$ cat config.mk
export PLATFORM = sky130hd
export DESIGN_NAME = kbd_event_decoder
export DESIGN_NICKNAME = d
export VERILOG_FILES = /design/src/rtl/kbd_event_decoder.sv
export SDC_FILE = /design/constraint.sdc
export NUM_CORES = 1
export LEC_CHECK = 0
export BUFFER_PORTS_ARGS = -buffer_cell sky130_fd_sc_hd__buf_2
export CORE_MARGIN = 10
export CORE_UTILIZATION = 50
export DETAILED_ROUTE_END_ITERATION = 10
export PLACE_DENSITY_LB_ADDON = 0.08
export SLEW_MARGIN = 20
export SYNTH_ARGS = -nofsm -noshare
export SYNTH_HDL_FRONTEND = slang
export SYNTH_SLANG_ARGS = --single-unit
$ cat constraint.sdc
create_clock -name clk -period 3.57 [get_ports clk]
set_input_delay 0 -clock clk [delete_from_list [all_inputs] [get_ports clk]]
set_output_delay 0 -clock clk [all_outputs]
set_load 0.02 [all_outputs]
$ cat src/rtl/kbd_event_decoder.sv
// kbd_event_decoder: turns the ps2_keyboard scan-code FIFO into decoded key events.
// Handles set-2 F0/E0 prefixes, flags typematic repeats, counts presses.
// Optional macro KBD_ASCII_EN adds a set-2 to ASCII lookup on key_ascii;
// without it key_ascii stays 0x00.
module kbd_event_decoder #(
    parameter int unsigned COUNT_W = 8
) (
    input  logic               clk,
    input  logic               rst,
    input  logic [7:0]         kb_data,
    input  logic               kb_ready,
    input  logic               kb_overflow,
    output logic               kb_nextdata_n,
    output logic               key_valid,
    output logic [7:0]         key_code,
    output logic               key_ext,
    output logic               key_break,
    output logic               key_repeat,
    output logic               key_down,
    output logic [7:0]         key_ascii,
    output logic [COUNT_W-1:0] press_count,
    output logic               ovf_flag
);

    localparam int unsigned CODE_W = 8;
    localparam int unsigned KEY_W  = CODE_W + 1;
    localparam logic [CODE_W-1:0] BRK_PREFIX = 8'hF0;
    localparam logic [CODE_W-1:0] EXT_PREFIX = 8'hE0;

    typedef enum logic [1:0] {
        S_IDLE = 2'd0,
        S_POP  = 2'd1,
        S_WAIT = 2'd2
    } state_t;

    state_t             state;
    state_t             state_nxt;
    logic               brk_f;
    logic               brk_f_nxt;
    logic               ext_f;
    logic               ext_f_nxt;
    logic [KEY_W-1:0]   held_code;
    logic [KEY_W-1:0]   held_nxt;
    logic               nextdata_n_nxt;
    logic               valid_nxt;
    logic [7:0]         code_nxt;
    logic               ext_nxt;
    logic               break_nxt;
    logic               repeat_nxt;
    logic               down_nxt;
    logic [7:0]         ascii_nxt;
    logic [COUNT_W-1:0] count_nxt;
    logic [KEY_W-1:0]   key_id_c;
    logic [7:0]         ascii_c;

    // Identity of the key in the head byte, qualified by the pending E0 prefix
    assign key_id_c = {ext_f, kb_data};

`ifdef KBD_ASCII_EN
    // Set-2 make code to ASCII; letters map to lowercase
    function automatic logic [7:0] set2_ascii(input logic [7:0] code);
        logic [7:0] a;
        a = 8'h00;
        case (code)
            8'h1C: a = 8'h61;  8'h32: a = 8'h62;  8'h21: a = 8'h63;
            8'h23: a = 8'h64;  8'h24: a = 8'h65;  8'h2B: a = 8'h66;
            8'h34: a = 8'h67;  8'h33: a = 8'h68;  8'h43: a = 8'h69;
            8'h3B: a = 8'h6A;  8'h42: a = 8'h6B;  8'h4B: a = 8'h6C;
            8'h3A: a = 8'h6D;  8'h31: a = 8'h6E;  8'h44: a = 8'h6F;
            8'h4D: a = 8'h70;  8'h15: a = 8'h71;  8'h2D: a = 8'h72;
            8'h1B: a = 8'h73;  8'h2C: a = 8'h74;  8'h3C: a = 8'h75;
            8'h2A: a = 8'h76;  8'h1D: a = 8'h77;  8'h22: a = 8'h78;
            8'h35: a = 8'h79;  8'h1A: a = 8'h7A;
            8'h45: a = 8'h30;  8'h16: a = 8'h31;  8'h1E: a = 8'h32;
            8'h26: a = 8'h33;  8'h25: a = 8'h34;  8'h2E: a = 8'h35;
            8'h36: a = 8'h36;  8'h3D: a = 8'h37;  8'h3E: a = 8'h38;
            8'h46: a = 8'h39;
            8'h29: a = 8'h20;  8'h5A: a = 8'h0D;
            default: a = 8'h00;
        endcase
        return a;
    endfunction

    // Extended keys never carry an ASCII meaning
    assign ascii_c = ext_f ? 8'h00 : set2_ascii(kb_data);
`else
    assign ascii_c = 8'h00;
`endif

    // State and output registers; reset wins over everything
    always_ff @(posedge clk) begin
        if (rst) begin
            state         <= S_IDLE;
            kb_nextdata_n <= 1'b1;
            key_valid     <= 1'b0;
            key_code      <= 8'h00;
            key_ext       <= 1'b0;
            key_break     <= 1'b0;
            key_repeat    <= 1'b0;
            key_down      <= 1'b0;
            key_ascii     <= 8'h00;
            press_count   <= '0;
            ovf_flag      <= 1'b0;
            brk_f         <= 1'b0;
            ext_f         <= 1'b0;
            held_code     <= '0;
        end else begin
            state         <= state_nxt;
            kb_nextdata_n <= nextdata_n_nxt;
            key_valid     <= valid_nxt;
            key_code      <= code_nxt;
            key_ext       <= ext_nxt;
            key_break     <= break_nxt;
            key_repeat    <= repeat_nxt;
            key_down      <= down_nxt;
            key_ascii     <= ascii_nxt;
            press_count   <= count_nxt;
            ovf_flag      <= ovf_flag | kb_overflow;
            brk_f         <= brk_f_nxt;
            ext_f         <= ext_f_nxt;
            held_code     <= held_nxt;
        end
    end

    // Next state and next outputs; the head byte is decoded as it is accepted
    // so the pop strobe and the event strobe share the S_POP cycle
    always_comb begin
        state_nxt      = state;
        nextdata_n_nxt = 1'b1;
        valid_nxt      = 1'b0;
        code_nxt       = key_code;
        ext_nxt        = key_ext;
        break_nxt      = key_break;
        repeat_nxt     = key_repeat;
        down_nxt       = key_down;
        ascii_nxt      = key_ascii;
        count_nxt      = press_count;
        brk_f_nxt      = brk_f;
        ext_f_nxt      = ext_f;
        held_nxt       = held_code;

        case (state)
            S_IDLE: begin
                if (kb_ready) begin
                    state_nxt      = S_POP;
                    nextdata_n_nxt = 1'b0;
                    if (kb_data == BRK_PREFIX) begin
                        brk_f_nxt = 1'b1;
                    end else if (kb_data == EXT_PREFIX) begin
                        ext_f_nxt = 1'b1;
                    end else begin
                        valid_nxt  = 1'b1;
                        code_nxt   = kb_data;
                        ext_nxt    = ext_f;
                        break_nxt  = brk_f;
                        ascii_nxt  = ascii_c;
                        repeat_nxt = 1'b0;
                        brk_f_nxt  = 1'b0;
                        ext_f_nxt  = 1'b0;
                        if (!brk_f) begin
                            if (key_down && (key_id_c == held_code)) begin
                                repeat_nxt = 1'b1;
                            end else begin
                                held_nxt  = key_id_c;
                                down_nxt  = 1'b1;
                                count_nxt = press_count + COUNT_W'(1);
                            end
                        end else if (key_id_c == held_code) begin
                            down_nxt = 1'b0;
                        end
                    end
                end
            end
            S_POP: begin
                state_nxt = S_WAIT;
            end
            S_WAIT: begin
                state_nxt = S_IDLE;
            end
            default: begin
                state_nxt = S_IDLE;
            end
        endcase
    end

endmodule
==> results of run 1 <==
kinds of logic after synthesis:
logic type / after synthesis
compound gates: 17
xor+xnor: 7
simple gates: 75
fa+ha+maj: 1
buf+inv: 21
flops: 36
other cells: 1
mux: 21
final cells by class:
| type | instances | share of cell area |
|---|---|---|
| Clock buffer | 5 | 0.0185 |
| Inverter | 4 | 0.00742 |
| Tap cell | 46 | 0.0284 |
| Timing Repair Buffer | 45 | 0.136 |
| Clock inverter | 3 | 0.0210 |
| Multi-Input combinational cell | 129 | 0.433 |
| Sequential cell | 36 | 0.356 |
worst max-delay path by stage:
stage              from        endpoint  slack, ps  cells past startpoint
3_3_place_gp   state[0]    held_code[0]       1560                      6
3_5_place_dp   state[0]  press_count[7]       1470                      6
2_1_floorplan  state[0]  press_count[4]       1690                      6
5_1_grt        state[0]  press_count[5]       1350                      6
4_1_cts        state[0]  press_count[7]       1420                      6
6_report       state[0]  press_count[7]       1450                      6
synth_stat cells:
cell       n  area [um2]
dfxtp_1   36         721
nand2b_1  23         144
mux2i_1   20         200
nor2_1    18        67.6
a21oi_1    8        40.0
buf_4      8        60.1
xor2_1     7        61.3
clkbuf_1   5        18.8
nor2b_1    5        31.3
inv_1      4        15.0
nand2_1    4        15.0
nor3_1     4        20.0
nor3b_1    4        30.0
o31ai_1    4        30.0
or4_1      4        30.0
buf_2      3        15.0
nand3_1    3        15.0
o21ai_0    2        10.0
or4b_1     2        20.0
a221oi_1   1        8.76
a31oi_4    1        21.3
and3_1     1        6.26
and4_1     1        8.76
and4bb_2   1        12.5
buf_6      1        11.3
conb_1     1        3.75
ha_1       1        12.5
mux2_2     1        11.3
nand2b_2   1        8.76
nand4_1    1        6.26
nor4b_1    1        8.76
o41ai_1    1        8.76
or2_2      1        6.26
or3b_4     1        11.3
worst max-delay path: stages (launching register included):
cell,delay (ps)
dfxtp_1,340
or3b_4,420
a31oi_4,170
buf_4,280
nor3b_1,250
or4b_1,460
a21oi_1,150
flip-flops by register name, summed over array words and instances, names as in the netlist, 2 cells and up:
register	flops
held_code	9
key_code	8
press_count	8
state	2
layout by cell type, fill, tap and decap left out, types with 2 or more instances in the layout:
cell           instances
a21oi_1                8
buf_2                 34
buf_4                  2
clkbuf_4               5
conb_1                 8
dfxtp_1               36
dlygate4sd3_1          9
inv_1                  4
mux2i_1               20
nand2_1                4
nand2b_1              23
nand3_1                3
nor2_1                18
nor2b_1                5
nor3_1                 4
nor3b_1                4
o21ai_0                2
o31ai_1                4
or4_1                  4
or4b_1                 2
xor2_1                 7
layer usage:
metal  vias to the layer above  share of wire  track usage
li1                        678              -            -
met1                       626           0.40        0.120
met2                        37           0.52        0.214
met3                         4          0.070       0.0558
met4                         0          0.012       0.0502
met5                         -              0            0
power groups by stage:
| stage | combinational (mW) | clock [mW] | sequential (mW) |
|---|---|---|---|
| 6_report | 0.138 | 0.286 | 0.437 |
| 3_5_place_dp | 0.131 | 0 | 0.447 |
| 5_1_grt | 0.151 | 0.312 | 0.440 |
| 4_1_cts | 0.139 | 0.292 | 0.438 |
| 2_1_floorplan | 0.0878 | 0 | 0.459 |
| 3_3_place_gp | 0.128 | 0 | 0.445 |
==> run metrics, run 1 <==
status=finished, final reports clean; Cell Area, Synth=about 1700 um2; r2r startpoint=state[0]; WP data arrival=~2400 ps; Post-DP Area=1850 um2; total power draw=861 uW; Worst Slack Setup Final=1450 ps; Clock transition at path regs=110 ps; IO Count=43; Slew @ Worst Pin=about 700 ps; Seq cells post-synth=36; Place WS=between 1000 and 1500 ps; Fillers=slightly above 300; TritonCTS Buffers=5; HP Start=kb_ready; Hold Path Depth=3; wire per inst=about 14 um; CTS root buf=clkbuf_4; Final nets=~230; RSZ-0062 raised after global routing=no; R2R Path End=press_count[7]; First DRT Iteration DRCs=43; flop2flop setup slack=1450 ps; max-cap viol count=0; Max FO, Critical Path=17; post-CTS setup-driven buffer insertion count=0; Clock power frac=0.332; Max Freq=approximately 470 MHz; Max Root-Sink Buffers=2; Synth Area in Adders=0.00740; Hold Buf Count CTS=9; final setup vio count=0; fraction of layout cells with a size suffix above 1=0.225; Worst Reg-to-Reg Cells=6; post_cts resized=0; footprint of the multi-input gates=slightly below 900 um2; GPL Wtd Cong=~0.74; sequential-to-total area share from yosys stat=0.426; Switching Fraction=0.270; Synth Area in XOR/XNOR=0.0363; largest net degree at the start of global routing=48; post-synthesis compound-gate area fraction=0.0703; largest family of logic cells by synthesized area=simple AND/OR/NAND/NOR gates; Final Hold Viols=0; # rows=21; Final min period=2120 ps; CTS tree=yes; die height=around 78 um; register area=roughly 700 um2; via count=roughly 1.3k; Hold Path Sink=kb_nextdata_n; Die ar.=~6100 um2; starting density of the core=0.511; count of input and output buffers=34; drt pass-1 iters=4; critical path capture point type=flip-flop; Gate power share=0.160; clk_lat worst skew=around 340 ps; post-DP HPWL=approximately 2700 um; number of global-route vias before repair=about 1.4k; total track usage=0.121; final period utilization=0.595; H-tree Lvls=2; pwr/cell area=425 nW/um2; Mapped Avg Cell Area=~9.4 um2; Cells after Synth=between 150 and 200; final core occ=0.611; clock sinks=36; relative slew slack=0.531; Worst Hold Class=in -> reg; CP Launch Type=flip-flop; antenna violations before repair=0; Max VDD drop=between 200 and 300 uV; post-synthesis mux area share=0.125; final setup TNS=0 ps; GRT overflow=0; net switching power=about 230 uW; Setup Skew=10.6 ps; Non-Filler Instances=approximately 270; DR DRC count=0; Cell variety after synth=34; ANT nets after route=0; area grow syn2layout=19.8%; first-pass GRT wire length=~6100 um; Ys Warns=0; Internal=between 600 and 700 uW; Setup CP Type=reg -> reg; Inst Count DP=roughly 250; Worst EP required=3840 ps; Slew Limit Fails=0; Fin Hold WS=approximately 14 ps; ANT cells=0; Core Box Area=roughly 3300 um2; Seq pwr share=0.508; final WL=~3700 um; Leakage=between 0.8 and 0.9 nW; final instance area=roughly 2000 um2; Post-Synth Simple-Gate Area=0.261; Die X=slightly below 80 um; Vias/cell=~5.0
Note: power is estimated with default switching activity, not from simulation.
==> run 2, diff against run 1 <==
--- a/config.mk
+++ b/config.mk
@@ -7,7 +7,7 @@
 export LEC_CHECK = 0
 export BUFFER_PORTS_ARGS = -buffer_cell sky130_fd_sc_hd__buf_2
 export CORE_MARGIN = 10
-export CORE_UTILIZATION = 50
+export CORE_UTILIZATION = 47
 export DETAILED_ROUTE_END_ITERATION = 10
 export PLACE_DENSITY_LB_ADDON = 0.08
 export SLEW_MARGIN = 20
==> constraint.sdc (replaced) <==
create_clock -name clk -period 1.7 [get_ports clk]
set_input_delay 0 -clock clk [delete_from_list [all_inputs] [get_ports clk]]
set_output_delay 0 -clock clk [all_outputs]
set_load 0.02 [all_outputs]
==> run 2 against run 1 <==
The run now ends with negative setup slack left. Power increased by 94%. Largest cell class unchanged. Cell area rose by 6.9%. Routed wire length grew 9.2%. Clock power rose by 45%. Combinational power up 140%. Final cell count is 3.4% higher. Utilization is 2.2 points higher. Die area rose by 4.7%. Critical path depth unchanged. Sequential share of layout area is 2.0 points lower.
==> run metrics, run 2 (synthesis results as in run 1) <==
status=finished with violations; failing checks=negative setup slack; Crit path depth=6 (unchanged); final instance area=2160 um2 (+6.9%); # rows=21 (unchanged); drt pass-1 iters=4 (unchanged); fraction of layout cells with a size suffix above 1=0.325 (+0.0995); CP Launch Type=flip-flop; CTS root buf=clkbuf_4; Critical path origin=state[1]; clock sinks=36 (unchanged); clk_lat worst skew=330 ps (about the same); number of global-route vias before repair=1509 (+10%); WP data arrival=2090 ps (-310 ps); Buffers & Inverters on Critical Path=1 (unchanged); commonest cells after routing, fill and taps aside=34 x buf_2, 31 x dfxtp_1, 23 x nand2b_1; Setup CP Type=reg -> reg; Leakage=0.937 nW (+6.5%); RSZ-0062 raised after global routing=yes; Fillers=324 (+4.9%); TritonCTS Buffers=5 (unchanged); Max VDD drop=570 uV (+110%); CP max stage cell=or4_4; Slew Limit Fails=0 (unchanged); IO Count=43 (unchanged); total track usage=0.128 (+0.00719); post-DP HPWL=2790 um (+2.4%); delay-heaviest family, CP=simple AND/OR/NAND/NOR gates; Vias/cell=5.06 (+0.92%); count of input and output buffers=34 (unchanged); Clock transition at path regs=110 ps (about the same); final WL=4000 um (+9.2%); worst path cell trace=or3b_4, a31oi_4, buf_6, nand2b_4, or4_4, a21oi_2; total power draw=1.67 mW (+94%); pwr/cell area=774 nW/um2 (+82%); slowest stage delay, CP=490 ps (+30 ps); Largest register FFs=9 (unchanged); largest net degree at the start of global routing=48 (unchanged); final setup vio count=13 (+13); antenna violations before repair=0 (unchanged); via count=1403 (+4.3%); ANT nets after route=0 (unchanged); critical path capture point type=flip-flop; Die ar.=6400 um2 (+4.7%); Inst Count DP=257 (+2.4%); Worst Reg-to-Reg Cells=6 (unchanged); Max FO, Critical Path=8 (-9); Max Freq=544 MHz (+16%); DR DRC count=0 (unchanged); die height=80.0 um (+2.3%); crit path to=press_count[3]; area grow syn2layout=28.0%; Final min period=1840 ps (-286 ps); Worst EP required=1950 ps (-1890 ps); starting density of the core=0.495 (-0.0157); max-cap viol count=0 (unchanged); GRT overflow=0 (unchanged); Core Box Area=3420 um2 (+3.2%); Max Root-Sink Buffers=2 (unchanged); relative slew slack=0.523 (-0.00807); Non-Filler Instances=277 (+3.4%); Setup Skew=13.8 ps (+3.19 ps); Final Hold Viols=0 (unchanged); flop2flop setup slack=-140 ps (-1580 ps); H-tree Lvls=2 (unchanged); Worst Slack Setup Final=-138 ps (-1580 ps); first-pass GRT wire length=6720 um (+9.4%); wire per inst=14.5 um (+5.6%); CTS tree=yes; Worst Hold Class=in -> reg; First DRT Iteration DRCs=50 (+16%); Die X=80.0 um (+2.3%); GPL Wtd Cong=0.740 (unchanged); Place WS=-83.7 ps (-1550 ps); Biggest register=held_code; R2R Path End=press_count[3]; Final nets=244 (+4.3%); final period utilization=1.08 (+0.486); ANT cells=0 (unchanged); Slew @ Worst Pin=715 ps (+12.1 ps); Top Registers=held_code (9), key_code (8), press_count (8); r2r startpoint=state[1]; commonest non-fill, non-tap cell in the layout=buf_2; Post-DP Area=1910 um2 (+3.0%); final core occ=0.633 (+0.0218)
[run 2: area by class of cell]
cell class	instances	area, um2	share of cell area
clock buffer	6	41.3	0.0191
clock inverter	1	5.00	0.00231
inverter	4	15.0	0.00694
multi-input combinational	129	956	0.442
sequential	36	727	0.336
tap	46	57.6	0.0266
timing repair buffer	55	362	0.167
[run 2: repair_timing]
action / 4_1_cts / 5_1_grt
setup buffers: 2 / 1
hold buffers: 9 / 0
endpoints found under the hold margin: 10 / 0
endpoints found under the setup margin: 16 / 28
pin swaps: 0 / 1
gates cloned: 1 / 0
gates resized for setup: 8 / 17
[run 2: layer usage]
layer / vias up / track usage / routed length [um]
met5: - / 0 / 0
met4: 0 / 0.0387 / 30
met3: 4 / 0.0552 / 262
met2: 35 / 0.221 / 2010
met1: 667 / 0.138 / 1700
li1: 697 / - / -
[run 2: how the worst min path moves through the flow]
stage                      from          end  cells after the start
floorplan           kb_overflow     ovf_flag                      2
global placement    kb_overflow     ovf_flag                      3
detailed placement  kb_overflow     ovf_flag                      3
CTS                  kb_data[1]  key_code[1]                      3
global route         kb_data[1]  key_code[1]                      3
finish               kb_data[0]  key_code[0]                      3
[run 2: report_power, final]
group	total (mW)	internal, mW	leakage [nW]	switching (mW)
clock	0.416	0.153	0.0281	0.264
combinational	0.338	0.154	0.613	0.184
sequential	0.920	0.890	0.297	0.0298
[run 2: through the flow]
stage	setup TNS [ps]	hold WS, ps
after floorplan	-1210	121
after global placement	-62.8	213
after detailed placement	-304	219
after CTS	-386	3.07
after global routing	-2640	14.5
final	-669	12.1
[run 2: worst reg2reg max path, delay by kind of cell, from the launching register on]
| kind | cells | cell delay, ps |
|---|---|---|
| AND/OR/NAND/NOR | 3 | 980 |
| AO/OA/AOI/OAI | 2 | 300 |
| flip-flops | 1 | 330 |
| buffers and inverters | 1 | 140 |
